`config.mk`:
```
export PLATFORM = sky130hd
export DESIGN_NAME = shared_accum_arbiter
export DESIGN_NICKNAME = d
export VERILOG_FILES = /design/src/rtl/shared_accum_pkg.sv /design/src/rtl/shared_accum_arbiter_rr.sv /design/src/rtl/shared_accum_arbiter.sv
export SDC_FILE = /design/constraint.sdc
export NUM_CORES = 1
export LEC_CHECK = 0
export CAP_MARGIN = 20
export CELL_PAD_IN_SITES_DETAIL_PLACEMENT = 1
export CELL_PAD_IN_SITES_GLOBAL_PLACEMENT = 2
export CORE_MARGIN = 2
export CORE_UTILIZATION = 36
export DETAILED_ROUTE_END_ITERATION = 8
export PLACE_DENSITY_LB_ADDON = 0.2
export REMOVE_ABC_BUFFERS = 1
export SLEW_MARGIN = 40
export SYNTH_ARGS = -nofsm -noshare
export SYNTH_HDL_FRONTEND = slang
export SYNTH_SLANG_ARGS = --single-unit
```
`constraint.sdc`:
```
create_clock -name i_clk -period 5.7 [get_ports i_clk]
set_input_delay 0.57 -clock i_clk [delete_from_list [all_inputs] [get_ports i_clk]]
set_output_delay 0.57 -clock i_clk [all_outputs]
set_load 0.1 [all_outputs]
```
`src/rtl/shared_accum_pkg.sv`:
```
// Shared types and helpers for the shared-accumulator arbiter.
// Build option: SHARED_ACCUM_ARBITER_SAT_EN selects a saturating add instead of wrap-around.
package shared_accum_pkg;

  localparam int OP_W_DEF  = 32;
  localparam int ACC_W_DEF = 64;

  typedef enum logic [1:0] {IDLE, EXEC, RESP} state_e;

  typedef logic [ACC_W_DEF-1:0] acc_t;
  typedef logic [OP_W_DEF-1:0]  op_t;

  // Widens an operand to accumulator width as int signed or int unsigned.
  function automatic acc_t ext_op(input op_t op, input logic is_signed);
    return {{(ACC_W_DEF-OP_W_DEF){is_signed & op[OP_W_DEF-1]}}, op};
  endfunction

endpackage

```
`src/rtl/shared_accum_arbiter_rr.sv`:
```
// Combinational round-robin picker: first request at or after the pointer, wrapping at N.
module rr_arbiter #(
  parameter int N    = 2,
  parameter int ID_W = 1
) (
  input  logic [N-1:0]    req,
  input  logic [ID_W-1:0] ptr,
  output logic [N-1:0]    grant,
  output logic [ID_W-1:0] id,
  output logic            any
);

  always_comb begin
    int idx;
    idx   = 0;
    grant = '0;
    id    = '0;
    any   = 1'b0;
    for (int i = 0; i < N; i++) begin
      idx = int'(ptr) + i;
      if (idx >= N) idx = idx - N;
      if (!any && req[idx]) begin
        any        = 1'b1;
        grant[idx] = 1'b1;
        id         = ID_W'(idx);
      end
    end
  end

endmodule

```
`src/rtl/shared_accum_arbiter.sv`:
```
// One adder shared by N_REQ requesters, each with a private accumulator slot, round-robin granted.
// Build option: SHARED_ACCUM_ARBITER_SAT_EN selects a saturating add instead of wrap-around.
module shared_accum_arbiter
  import shared_accum_pkg::*;
#(
  parameter int N_REQ = 2,
  parameter int OP_W  = OP_W_DEF,
  parameter int ACC_W = ACC_W_DEF
) (
  input  logic                        i_clk,
  input  logic                        i_rst,
  input  logic [N_REQ-1:0]            i_req_valid,
  input  logic [N_REQ-1:0][OP_W-1:0]  i_req_data,
  input  logic [N_REQ-1:0]            i_req_signed,
  output logic [N_REQ-1:0]            o_req_ready,
  input  logic                        i_clear,
  output logic                        o_rsp_valid,
  output logic [$clog2(N_REQ)-1:0]    o_rsp_id,
  output logic [ACC_W-1:0]            o_rsp_data,
  input  logic                        i_rsp_ready,
  output logic                        o_busy
);

  localparam int ID_W = $clog2(N_REQ);

  state_e            state_q, state_d;
  logic [ID_W-1:0]   ptr_q, id_q, win_id;
  logic [OP_W-1:0]   op_q;
  logic              sgn_q;
  logic [ACC_W-1:0]  slot [0:N_REQ-1];
  logic [ACC_W-1:0]  ext_val, sum;
  logic [N_REQ-1:0]  grant;
  logic              any_req, accept, clear_all;

  rr_arbiter #(.N(N_REQ), .ID_W(ID_W)) u_rr (
    .req   (i_req_valid),
    .ptr   (ptr_q),
    .grant (grant),
    .id    (win_id),
    .any   (any_req)
  );

  // Grants are suppressed while reset is held so no requester sees a phantom accept.
  always_comb begin
    state_d     = state_q;
    o_req_ready = '0;
    accept      = 1'b0;
    clear_all   = 1'b0;
    case (state_q)
      IDLE: begin
        if (i_clear) begin
          clear_all = 1'b1;
        end else if (any_req && i_rst) begin
          o_req_ready = grant;
          accept      = 1'b1;
          state_d     = EXEC;
        end
      end
      EXEC:    state_d = RESP;
      RESP:    if (i_rsp_ready) state_d = IDLE;
      default: state_d = IDLE;
    endcase
  end

  always_comb begin
    ext_val = {{(ACC_W-OP_W){sgn_q & op_q[OP_W-1]}}, op_q};
    sum     = slot[id_q] + ext_val;
`ifdef SHARED_ACCUM_ARBITER_SAT_EN
    if (!sgn_q) begin
      if (sum < slot[id_q]) sum = '1;
    end else if ((slot[id_q][ACC_W-1] == ext_val[ACC_W-1]) &&
                 (sum[ACC_W-1] != ext_val[ACC_W-1])) begin
      sum = ext_val[ACC_W-1] ? {1'b1, {(ACC_W-1){1'b0}}} : {1'b0, {(ACC_W-1){1'b1}}};
    end
`endif
  end

  assign o_rsp_valid = (state_q == RESP);
  assign o_busy      = (state_q != IDLE);

  always_ff @(posedge i_clk or negedge i_rst) begin
    if (!i_rst) begin
      state_q    <= IDLE;
      ptr_q      <= '0;
      id_q       <= '0;
      op_q       <= '0;
      sgn_q      <= 1'b0;
      o_rsp_id   <= '0;
      o_rsp_data <= '0;
      for (int i = 0; i < N_REQ; i++) slot[i] <= '0;
    end else begin
      state_q <= state_d;
      if (clear_all) begin
        for (int i = 0; i < N_REQ; i++) slot[i] <= '0;
      end
      if (accept) begin
        id_q  <= win_id;
        op_q  <= i_req_data[win_id];
        sgn_q <= i_req_signed[win_id];
      end
      if (state_q == EXEC) begin
        slot[id_q] <= sum;
        o_rsp_data <= sum;
        o_rsp_id   <= id_q;
      end
      // The requester just served drops to lowest priority for the next round.
      if (state_q == RESP && i_rsp_ready) begin
        ptr_q <= (id_q == ID_W'(N_REQ-1)) ? '0 : id_q + 1'b1;
      end
    end
  end

endmodule
```
Word-level counts from Yosys, hierarchy flattened
Index checks and enable logic that the tools add are counted.
- eq/ne operators: 5
- bitwise gates (word level): 3
- reductions and logical operators: 10
- order comparisons: 9
- multiplexer cells: 43
- add/sub/neg operators: 5
- operators with widths (operator ; number):
    128-bit two-way mux ; 2
    64-bit two-way mux ; 4
    128-bit bitwise mux ; 1
    32-bit two-way mux ; 4
    64-bit adder ; 1
    64-bit demux with 1-bit select ; 1
    32-bit by 1-bit greater-or-equal comparator with 1-bit output (second input constant) ; 2
    32-bit by 3-bit less-than comparator with 1-bit output (second input constant) ; 2
    32-bit by 3-bit greater-or-equal comparator with 1-bit output (second input constant) ; 1
    32-bit by 3-bit subtractor with 32-bit output (second input constant) ; 1
    1-bit two-way mux ; 20
    2-bit two-way mux ; 8
    1-bit logical AND ; 6
    2-bit one-hot mux with 3 select lines ; 1
    2-bit != test (second input constant) ; 2
    3-bit AND reduction ; 1
    1-bit by 2-bit subtractor with 3-bit output (second input constant) ; 1
    1-bit by 1-bit adder with 2-bit output (second input constant) ; 1
    1-bit demux with 1-bit select ; 2
    2-bit by 1-bit equality test with 1-bit output (second input constant) ; 1
    2-bit equality test (second input constant) ; 1
    1-bit by 2-bit greater-or-equal comparator with 1-bit output (second input constant) ; 1
    2-bit greater-or-equal comparator (second input constant) ; 1
    2-bit logical NOT ; 1
    9 further kinds ; 9
- register bits: 230
- bits of input ports: 72

Longest topological paths before layout
Gate-level depths: netlist of run 1.
- depth in word-level cells: 13
- depth in mapped cells: 20
- gate-level depth less buffers: 13

Hierarchy
Synthesis of run 1 repeated with hierarchy kept, for this count alone.
- cells, all modules: 1396
- area, all modules: 13326.5 µm²
- by module, submodules not included (module ; instances ; seq. area each (µm²) ; cells each ; area an instance (µm²)):
    shared_accum_arbiter ; 1 ; 5755.5 ; 1391 ; 13294.0
    rr_arbiter ; 1 ; 0.0 ; 5 ; 32.5

Worst setup path before layout of run 1
No wires, ideal clock.
- path type: register to register
- start: register id_q
- end: register o_rsp_data[62]
- path buffers: 7
- setup slack: 0.482 ns
- cell stages (with the launch flop): 18
- clock period less this slack: 5.218 ns
- data required time: 5.575 ns
- library setup time: 0.125 ns
- data arrival time: 5.093 ns
- cells stage by stage: dfrtp_1 -> buf_2 -> buf_2 -> clkbuf_1 -> clkbuf_1 -> buf_1 -> buf_1 -> mux2_2 -> ha_1 -> clkbuf_1 -> nand4_1 -> or4_1 -> or4_1 -> o211a_2 -> o31ai_4 -> and2_1 -> o211ai_1 -> mux2_2
- word-level cells in the longest chain between the ends: 5
- ends and longest elaborated chain (item ; RTL line ; text):
    from (decl) ; shared_accum_arbiter.sv:27 ; logic [ID_W-1:0] ptr_q, id_q, win_id;
    from (signal assigned) ; shared_accum_arbiter.sv:97 ; id_q <= win_id;
    1-bit NOT with 2-bit output (not written as such) ; shared_accum_arbiter.sv:67 ; sum = slot[id_q] + ext_val;
    64-bit two-way mux (not written as such) (3 in series) ; shared_accum_arbiter.sv:67 ;
    64-bit adder ; shared_accum_arbiter.sv:67 ;
    to (signal assigned) ; shared_accum_arbiter.sv:103 ; o_rsp_data <= sum;
    to (decl) ; shared_accum_arbiter.sv:19 ; output logic [ACC_W-1:0] o_rsp_data,
Every way passes these cells. The select of a mux whose other input is x is not followed.
A chain may end at the register's enable or synchronous reset.

Final worst setup path of run 1
- start: register id_q
- end: register o_rsp_data[52]
The elaborated chain is that of the path after synthesis.

==> results of run 1 <==
## logic make-up (layout without fill, tap and decap cells)
family	after synthesis	count (layout)	share of synthesized area [%]
DFF	230	230	42.5
xor gates and xnor gates	72	72	4.66
muxes	113	113	8.94
adders and majority gates	51	51	4.77
AOI/OAI and AO/OA	415	415	21.4
buffers and inverters	107	232	2.99
and+or+nand+nor	455	455	14.7
## path summary, 6_finish.rpt
kind / startpoint / end / slack (ns) / depth (start not counted)
setup reg to reg: id_q / o_rsp_data[52] / 1.05 / 13
min in group asynchronous: i_rst / o_rsp_data[42] / 0.51 / 2
hold reg to reg: o_rsp_data[48] / o_rsp_data[48] / 0.47 / 2
setup / recovery: id_q / o_rsp_data[52] / 1.05 / 13
max in group asynchronous: i_rst / id_q / 3.64 / 4
hold / removal: o_rsp_data[48] / o_rsp_data[48] / 0.47 / 2
## per-layer routing
metal,up-vias,GRT usage (%),share of wire (%)
met5,-,0,0
met4,0,4.85,2.2
met3,56,2.23,3.0
met2,164,37.3,48
met1,5805,29.0,46
li1,5435,-,-
## cell usage after synthesis, drive strengths merged (7+ instances only)
library cell,number
inv,18
nor3,25
o211ai,7
or4,8
and3,11
or3,9
o21ai,63
o31ai,12
dfrtp,230
nor2,89
mux2,61
buf,16
mux2i,52
ha,50
nand4,14
clkbuf,73
xor2,17
a21o,24
a22o,100
a31oi,14
xnor2,55
a211oi,7
o21a,7
a21oi,113
nand2,229
nand2b,9
nand3,38
o21bai,14
## registers in the layout (all words and copies together) (netlist names)
register / count
o_rsp_data: 64
state_q: 2
ptr_q: 1
op_q: 32
id_q: 1
slot: 128
sgn_q: 1
o_rsp_id: 1
## final cells by class
| class | count | area [µm²] |
|---|---|---|
| Fill cell | 4262 | 21100 |
| Multi-Input combinational cell | 1106 | 7450 |
| Inverter | 18 | 67.6 |
| Sequential cell | 230 | 5760 |
| Clock inverter | 15 | 229 |
| Timing Repair Buffer | 164 | 1310 |
| Tap cell | 474 | 593 |
| Clock buffer | 35 | 766 |
## per-stage QoR
stage | hold WS [ns] | util, % | setup WS [ns]
detailed placement | 0.457 | 40.5 | 1.02
floorplan | 0.274 | - | -1.08
global route | 0.499 | 43.4 | 0.763
finish | 0.468 | 43.4 | 1.05
global placement | 0.458 | 41.3 | 1.09
CTS | 0.472 | 43.2 | 1.00
## power by group through the flow
| stage | sequential [mW] | clock (mW) | combinational [mW] |
|---|---|---|---|
| after floorplan | 4.08 | 0 | 2.92 |
| after global placement | 2.56 | 0 | 6.01 |
| after detailed placement | 2.56 | 0 | 5.87 |
| after CTS | 2.54 | 1.97 | 5.90 |
| after global routing | 2.61 | 2.03 | 6.35 |
| final | 2.53 | 1.91 | 5.87 |
## worst register-to-register path, cell delays in order (launching register included)
cell,delay [ns]
dfrtp_4,0.81
mux2_2,0.45
ha_1,0.21
fa_1,0.43
a211oi_1,0.31
o21ai_0,0.18
nand2_1,0.18
o311ai_2,0.23
a21oi_1,0.47
o21bai_1,0.17
o21ai_0,0.38
o32ai_2,0.22
xnor2_1,0.20
mux2_2,0.30
==> results.py, run 1 <==
metrics = {
    "timing": {
        "finalMaxSlewViolations": 0,
        "tns_ns": 0,
        "rsz0062_at_grt": "false",
        "setup_viol": 0,
        "layout_min_cycle_time_ns": 4.65,
        "period_share_pct": 81.7,
        "worst_pin_slew_ns": 0.826,
        "clock.fmax_ghz": 0.215,
        "slew_headroom_pct": 45.0,
        "hold_violations": 0,
        "fin_worst_skew_ns": 0.0168,
    },
    "cells_and_area": {
        "areaGrowthSynthToFinish_pct": 19.4,
        "layout-drive-gt1-share_pct": 14.5,
        "antennaDiodeCount": 0,
        "fin_cells": 2042,
        "layout_common_cells": "229 x nand2_1, 229 x dfrtp_1, 111 x a21oi_1",
        "stdcell_area_um2": 16200,
        "fin_nets": 1670,
    },
    "global_route": {
        "grt_pass1_vias": 12108,
        "antenna_found_initial": 0,
        "grt_pass1_wl_um": 67700,
        "grt_max_degree": 82,
        "grt_use_total_pct": 21.5,
        "grt-ovfl-total": 0,
    },
    "clocking": {
        "postCtsSetupBuffers": 0,
        "path_clk_slew_ns": 0.06,
        "htreeDepth": 1,
        "cts-resized-gates": 0,
        "numCtsBuffers": 27,
        "clock_insertion_delay_worst_skew_ns": 0.56,
        "clock_tree.buffer_depth": 3,
        "cts-root-buf": "clkbuf_16",
        "hold_buffers": 1,
        "cts.sinks": 230,
        "cts_tree": "yes",
    },
    "power": {
        "seqPwrFrac_pct": 24.6,
        "sw_frac_of_total_pct": 51.7,
        "p_int_mw": 4.98,
        "p_total_mw": 10.3,
        "p_comb_share_pct": 56.9,
        "p_clk_share_pct": 18.6,
        "power_switching_mw": 5.33,
        "ir_drop_mv": 0.365,
        "powerDensity_nw_per_um2": 638,
        "total_leakage_power_nw": 7.58,
    },
    "floorplanning": {
        "die_area_um2": 39200,
        "initial_utilization_pct": 36.3,
        "ioPinCount": 141,
        "rows": 71,
        "chipHeight_um": 198,
        "die_width_um": 198,
        "core_area_um2": 37300,
    },
    "logic_synthesis": {
        "yosysSeqAreaShare_pct": 42.5,
        "synth_enable_flop_cells": 0,
        "synth_top_area_share_pct": 42.5,
        "synth-async-reset-ratio_pct": 100,
        "yosysTopAreaCell": "dfrtp_1",
        "syn_inst": 1443,
        "yosys_warnings": 0,
        "syn_avg_cell_area_um2": 9.39,
        "ys.flop_type": "dfrtp_1",
        "ys_ff_latch": 230,
        "synth_area_um2": 13500,
        "synth_cell_types": 71,
        "ys_top_cells_by_area": "dfrtp_1 42%, a22o_1 6.5%, nand2_1 6.3%",
    },
    "routing": {
        "antenna_left": 0,
        "drtIter0Drc": 470,
        "routed-via-count": 11460,
        "route.detailed.drc": 0,
        "wl_um": 41400,
        "drt-pass1-iter-count": 5,
        "vias_per_cell": 5.61,
        "wire_per_inst_um": 20.3,
    },
    "worst_setup_path": {
        "critPathMaxFanout": 39,
        "critical_path_class": "register to register",
        "cp.buffers_inverters": 0,
        "path_delay_family": "compound AO/OA/AOI/OAI gates",
        "crit_arrival_ns": 5.09,
        "crit_path_end_kind": "register",
        "path_cells": "mux2_2 > ha_1 > fa_1 > a211oi_1 > o21ai_0 > nand2_1 > o311ai_2 > a21oi_1 > o21bai_1 > o21ai_0 > o32ai_2 > xnor2_1 > mux2_2",
        "worst_path_max_delay_cell": "dfrtp_4",
        "required_ns": 6.14,
        "critical_path.max_stage_delay_ns": 0.81,
        "start_kind": "register",
    },
    "place": {
        "dp.cells": 1989,
        "placed_cell_area_um2": 15100,
        "io_buffers": 140,
        "gp_congestion": 0.809,
        "hpwl_um": 28300,
    },
    "run": {
        "maxCapViolCount": 0,
    },
    "min_path": {
        "min_path_type": "register to register",
    },
    "outcome": {
        "outcome": "completed",
    },
}
(Power assumes the default switching activity.)
==> inputs of run 2 (changes only) <==
Settings changed: CORE_UTILIZATION 36 to 33.
Clock period 5.7 ns to 4.2 ns, I/O delays scaled along.
==> run 2 against run 1 <==
Against the previous run: count of clock-buffer cells in the layout stayed put; highest routed layer unchanged; clock skew is 0.0021 ns higher; worst hold slack worse by 0.13 ns; largest power group unchanged; cell area is 2.5% higher; setup slack worse by 0.93 ns; power is 37% higher; largest cell class unchanged.
==> results.py, run 2 (synthesis gave the netlist of run 1 again) <==
metrics = {
    "global_route": {
        "grt_pass1_wl_um": 69300,
        "grt-ovfl-total": 0,
        "grt_pass1_vias": 12379,
        "antenna_found_initial": 0,
        "grt_use_total_pct": 20.4,
        "grt_max_degree": 135,
    },
    "power": {
        "ir_drop_mv": 0.326,
        "powerDensity_nw_per_um2": 854,
        "seqPwrFrac_pct": 24.1,
        "p_total_mw": 14.2,
        "p_clk_share_pct": 16.5,
        "p_comb_share_pct": 59.4,
        "power_switching_mw": 7.35,
        "p_int_mw": 6.81,
        "sw_frac_of_total_pct": 51.9,
        "total_leakage_power_nw": 7.77,
    },
    "timing": {
        "worst_pin_slew_ns": 0.793,
        "slew_headroom_pct": 47.1,
        "period_share_pct": 97.2,
        "whs_ns": 0.337,
        "tns_ns": 0,
        "hold_violations": 0,
        "layout_min_cycle_time_ns": 4.08,
        "finalMaxSlewViolations": 0,
        "clock.fmax_ghz": 0.245,
        "setup_viol": 0,
        "fin_worst_skew_ns": 0.0189,
    },
    "floorplanning": {
        "die_area_um2": 42700,
        "ioPinCount": 141,
        "chipHeight_um": 207,
        "die_width_um": 207,
        "initial_utilization_pct": 33.3,
        "rows": 74,
        "core_area_um2": 40600,
    },
    "place": {
        "placed_cell_area_um2": 15600,
        "dp.cells": 2089,
        "gp_congestion": 0.818,
        "hpwl_um": 30100,
        "io_buffers": 140,
    },
    "cells_and_area": {
        "fin_nets": 1714,
        "antennaDiodeCount": 0,
        "stdcell_area_um2": 16600,
        "areaGrowthSynthToFinish_pct": 22.5,
        "largest_reg_flops": 128,
        "layout_common_cells": "229 x dfrtp_1, 228 x nand2_1, 108 x a21oi_1",
        "layout-drive-gt1-share_pct": 17.4,
        "largest_register": "slot",
        "reg_top3": "slot (128), o_rsp_data (64), op_q (32)",
        "mostFrequentLayoutCell": "dfrtp_1",
        "fin_cells": 2143,
    },
    "routing": {
        "drtIter0Drc": 566,
        "wl_um": 42900,
        "drt-pass1-iter-count": 5,
        "wire_per_inst_um": 20.0,
        "antenna_left": 0,
        "route.detailed.drc": 0,
        "vias_per_cell": 5.43,
        "routed-via-count": 11635,
    },
    "worst_setup_path": {
        "crit-reg2reg-launch": "id_q",
        "ff2ff_setup_slack_ns": 0.12,
        "r2r-end": "slot[125]",
        "critPathMaxFanout": 12,
        "crit_arrival_ns": 4.55,
        "critical_path_class": "register to register",
        "required_ns": 4.67,
        "worstRegToRegCells": 15,
        "crit_path_end_kind": "register",
        "start_kind": "register",
    },
    "clocking": {
        "path_clk_slew_ns": 0.06,
        "clock_insertion_delay_worst_skew_ns": 0.55,
        "htreeDepth": 1,
        "cts-root-buf": "clkbuf_16",
        "clock_tree.buffer_depth": 3,
        "numCtsBuffers": 27,
        "cts_tree": "yes",
        "cts.sinks": 230,
    },
    "outcome": {
        "outcome": "completed",
    },
    "run": {
        "maxCapViolCount": 0,
    },
    "min_path": {
        "min_path_type": "input port to async pin",
    },
}
[run 2: changes by cell type in the layout (fill, tap and decap cells not counted), sizes merged]
cell / before / now
bufinv: 5 / 2
clkbuf: 35 / 36
buf: 93 / 136
clkinvlp: 4 / 5
clkinv: 5 / 6
[run 2: metal layers]
metal / global-route usage (%) / vias up / wire, µm / share of wire, %
li1: - / 5536 / - / -
met2: 35.5 / 150 / 20900 / 49
met5: 0 / - / 0 / 0
met1: 27.2 / 5901 / 19900 / 47
met3: 2.10 / 48 / 1030 / 2.4
met4: 4.80 / 0 / 1020 / 2.4
[run 2: what timing repair did]
| item | in CTS | in global routing |
|---|---|---|
| pin swaps | 0 | 2 |
| setup endpoints to repair | 4 | 33 |
| endpoints found under the hold margin | 27 | 0 |
| buffers inserted | 0 | 3 |
| hold buffers | 1 | 0 |
| gates resized for setup | 1 | 19 |
[run 2: final cells by class]
cell class,instances,area [µm²]
Tap cell,532,666
Clock inverter,14,136
Timing Repair Buffer,208,1700
Clock buffer,35,746
Inverter,18,67.6
Sequential cell,230,5760
Fill cell,4648,24100
Multi-Input combinational cell,1106,7520
[run 2: worst max path at each step]
| stage | startpoint | end |
|---|---|---|
| after floorplan | id_q | slot[57] |
| after global placement | id_q | o_rsp_data[62] |
| after detailed placement | id_q | o_rsp_data[62] |
| after CTS | id_q | slot[61] |
| after global routing | id_q | o_rsp_data[62] |
| final | id_q | slot[125] |
[run 2: worst max-delay path: stages, from the launching register on]
cell       delay [ns]
dfrtp_4          0.51
clkbuf_4         0.23
mux2_2           0.37
ha_1             0.28
a21oi_1          0.08
nand4b_1         0.23
a21oi_2          0.30
o2111ai_1        0.17
o211a_1          0.25
o21a_1           0.25
o211ai_1         0.26
buf_4            0.19
nand3_1          0.13
buf_4            0.26
a2111o_1         0.37
nand3_1          0.09
[run 2: power by group through the flow]
stage,Clock (mW),Combinational (mW),Sequential [mW]
6_report,2.34,8.41,3.41
5_1_grt,2.48,9.16,3.51
4_1_cts,2.40,8.41,3.42
3_5_place_dp,0,8.37,3.44
3_3_place_gp,0,8.57,3.45
2_1_floorplan,0,3.97,5.53
[run 2: through the flow]
stage               setup slack [ns]  utilization (%)
global route                 -0.0244             40.8
detailed placement          -0.00759             38.3
global placement              0.0918             39.1
floorplan                      -2.58                -
CTS                          0.00561             40.5
finish                         0.117             40.8
